$ cat src/rtl/data_mem.sv
// data_mem
//   Byte-wide single-port data memory for the Program 1 converter
//   (fixed-point 8.8 sign-magnitude to float16).
//
//   Program 1 data map:
//     mem_core[0] = int[7:0]                  (operand low byte)
//     mem_core[1] = {sign, int[14:8]}         (operand high byte)
//     mem_core[2] = mant[7:0]                 (result low byte)
//     mem_core[3] = {sign, exp[4:0], mant[9:8]} (result high byte)
//     other addresses are free scratch.
//
//   Ports:
//     clk          single clock, rising-edge active
//     reset        synchronous active-high; only blocks the write in its cycle
//     DataAddress  word address shared by read and write
//     ReadMem      read enable; DataOut is forced to zero while low
//     WriteMem     write enable, sampled at the rising edge
//     DataIn       write data
//     DataOut      combinational read data
//
//   The bench preloads operands and reads results through hierarchical
//   references to mem_core. For that reason the array is an ordinary
//   variable updated from a plain clocked always block, and reset never
//   touches its contents.
module data_mem #(
  parameter int W = 8,
  parameter int A = 8
) (
  input  logic         clk,
  input  logic         reset,
  input  logic [A-1:0] DataAddress,
  input  logic         ReadMem,
  input  logic         WriteMem,
  input  logic [W-1:0] DataIn,
  output logic [W-1:0] DataOut
);

  localparam int DEPTH = 1 << A;

  logic [W-1:0] mem_core [DEPTH];

  // Zero-latency read with no write bypass: a same-cycle write to the
  // addressed entry shows up only after the capturing edge.
  assign DataOut = ReadMem ? mem_core[DataAddress] : '0;

  // Plain always block so externally deposited values persist until the
  // next internal write to the same entry. Contents are intentionally not
  // reset; preloaded operands must survive a reset pulse.
  always @(posedge clk) begin
    if (!reset && WriteMem) begin
      mem_core[DataAddress] <= DataIn;
    end
  end

endmodule

$ cat config.mk
export PLATFORM = sky130hd
export DESIGN_NAME = data_mem
export DESIGN_NICKNAME = d
export VERILOG_FILES = /design/src/rtl/data_mem.sv
export SDC_FILE = /design/constraint.sdc
export NUM_CORES = 2
export LEC_CHECK = 0
export CAP_MARGIN = 30
export CORE_UTILIZATION = 60
export DETAILED_ROUTE_END_ITERATION = 12
export GPL_ROUTABILITY_DRIVEN = 0
export PLACE_DENSITY = 0.77
export SYNTH_ARGS = -nofsm -noshare
export SYNTH_HDL_FRONTEND = slang
export SYNTH_SLANG_ARGS = --single-unit
$ cat constraint.sdc
create_clock -name clk -period 4.73 [get_ports clk]
set_clock_uncertainty 0.15 [all_clocks]
set_input_delay 0.946 -clock clk [delete_from_list [all_inputs] [get_ports clk]]
set_output_delay 0.946 -clock clk [all_outputs]
set_load 0.005 [all_outputs]
==> results.json <==
{
  "syn_inst": 3950,
  "port_buffers": 27,
  "ant_nets": 0,
  "wl_per_cell_um": 32.6,
  "cp_top_family": "buffers and inverters",
  "cp.arrival_ps": 3640,
  "rows": 133,
  "setup.worst_path.class": "in2out",
  "numCtsBuffers": 191,
  "cpMaxStageDelayCell": "mux4_2",
  "pre_cts_ws_ps": -948,
  "viasPerCell": 6.75,
  "dpl.cell_count": 6104,
  "gr-total-overflow": 0,
  "regMostFlops": "mem_core",
  "worstSetupEndpointType": "output pin",
  "yosysMostFrequentCell": "edfxtp_1",
  "clkTransAtPathRegs_ps": 50,
  "start_util_pct": 60.7,
  "synth.top_cells.by_area": "edfxtp_1 77%, mux4_2 11%, mux2i_1 3.2%",
  "slew_violations": 0,
  "peakVddDrop_mv": 0.258,
  "cp_max_fo": 8,
  "grt_util_all_layers_pct": 31.4,
  "largest_reg_flops": 2048,
  "max-slew-margin-rel_pct": 12.6,
  "synthArstFlopShare_pct": 0,
  "avgSynthCellArea_um2": 20.3,
  "path_cells": "buf_16 -> buf_12 -> buf_12 -> mux4_2 -> nor2b_1 -> a211oi_2 -> a2111oi_1 -> buf_4 -> nor4_4 -> a221oi_4 -> buf_4 -> dlygate4sd2_1",
  "finalHoldViolations": 0,
  "grt_pass1_vias": 44274,
  "top_regs": "mem_core (2048)",
  "outcome": "finished with violations",
  "synth_top_cell_area_share_pct": 76.7,
  "synth_commonest_cells": "2,048 x edfxtp_1, 395 x mux4_2, 306 x nor2_1, 255 x mux2i_1, 141 x nand2_1",
  "yosysUniqueCellTypes": 57,
  "violations": "negative setup slack",
  "final_util_pct": 71.5,
  "routed_wl_um": 211000,
  "start_kind": "input port",
  "vias": 43790,
  "synth_nets": 3970,
  "finalPower_mw": 38.0,
  "die_w_um": 368,
  "grt_pass1_wl_um": 303000,
  "rsz0062_at_grt": "yes",
  "root_buffer": "clkbuf_16",
  "synth_top_cell_by_area": "edfxtp_1",
  "fin_crit_ps": 4740,
  "hold_class": "in2reg",
  "synth_flop_cell": "edfxtp_1",
  "synth_seq_cells": 2048,
  "p_leak_nw": 31.0,
  "netlist_area_um2": 80200,
  "die_y_um": 368,
  "drive_gt1_share_pct": 31.7,
  "instances_no_fill": 6485,
  "finalSetupViolCount": 1,
  "power_density_nw_per_um2": 402,
  "dp_hpwl_um": 125000,
  "syn_to_final_growth_pct": 17.8,
  "synth-edff-count": 2048,
  "n_antenna_cell": 0,
  "fmax_mhz": 211,
  "die_area_um2": 135000,
  "clock_tree.htree_level_count": 4,
  "cts_buffer_depth": 3,
  "cts_sinks": 2048,
  "first_pass_iters": 8,
  "ys_seq_area_share_pct": 76.7,
  "worst_pin_slew_ps": 1310,
  "hold_buffers": 0,
  "cap_viol_max_count": 0,
  "yosys_warnings": 0,
  "crit_path_max_incr_delay_ps": 530,
  "core_region_area_um2": 132000,
  "worstPathRequired_ps": 3630,
  "antenna_found_initial": 4,
  "worst_slack_ps": -9.45,
  "drc": 0,
  "fin_crit_sh_pct": 100,
  "final_nets": 4600,
  "ios": 28,
  "drtIter0Drc": 6848,
  "cts_tree": "built",
  "grt_max_degree": 164,
  "path_buf_inv": 6
}
-- report_power, final --
| part | internal (mW) | total (mW) | switching (mW) |
|---|---|---|---|
| clock | 9.00 | 15.6 | 6.64 |
| sequential | 20.0 | 20.0 | 0.00584 |
| combinational | 0.950 | 2.32 | 1.37 |
| total | 29.9 | 38.0 | 8.02 |
-- per-stage QoR --
stage	TNS [ps]	hold slack [ps]	area, um2
finish	-9.45	368	94500
global route	-69.3	349	94500
CTS	-205	318	94200
detailed placement	-6840	1200	86500
global placement	-6440	1190	86500
floorplan	0	895	80200
-- cell type report --
cell class | count | area, um2
Timing Repair Buffer | 678 | 6470
Sequential cell | 2048 | 61500
Clock inverter | 117 | 1380
Clock buffer | 226 | 4950
Multi-Input combinational cell | 1660 | 18000
Inverter | 1 | 6.26
Fill cell | 7278 | 37600
Tap cell | 1755 | 2200
-- cells by family (layout without fill, tap and decap cells) --
logic type	count (synthesis)	count (layout)	share of synthesized area [%]
flip-flops	2048	2048	76.7
multiplexers	707	707	15.1
AND/OR/NAND/NOR	635	635	3.49
AO/OA/AOI/OAI	318	318	2.84
buffers and inverters	242	1022	1.94
-- final timing paths --
path            from               to  cells past startpoint
max   DataAddress[0]       DataOut[0]                     12
min        DataIn[1]  mem_core[50][1]                      1
-- layout by cell type, fill, tap and decap left out, types with 33 or more instances in the layout --
cell	count
nand2_1	134
mux4_2	395
edfxtp_1	2048
nor2b_1	33
buf_4	552
mux2i_1	245
mux2_2	50
o22ai_1	39
clkinv_1	45
buf_12	58
clkbuf_16	195
nand3_1	45
nor2_1	304
clkbuf_1	33
a22oi_1	48
-- routing by layer --
metal  share of wire, %  vias to the layer above  track usage (%)
li1                   -                    17551                -
met5              0.011                        -                0
met1                 34                    22308             41.7
met4                5.2                        4             14.0
met2                 48                     3280             50.4
met3                 12                      647             7.12
-- timing repair --
action / 4_1_cts / 5_1_grt
gates cloned: 10 / 2
gates resized for setup: 163 / 44
pin swaps: 28 / 13
setup buffers: 18 / 10
setup endpoints to repair: 8 / 8
(Power assumes the default switching activity.)
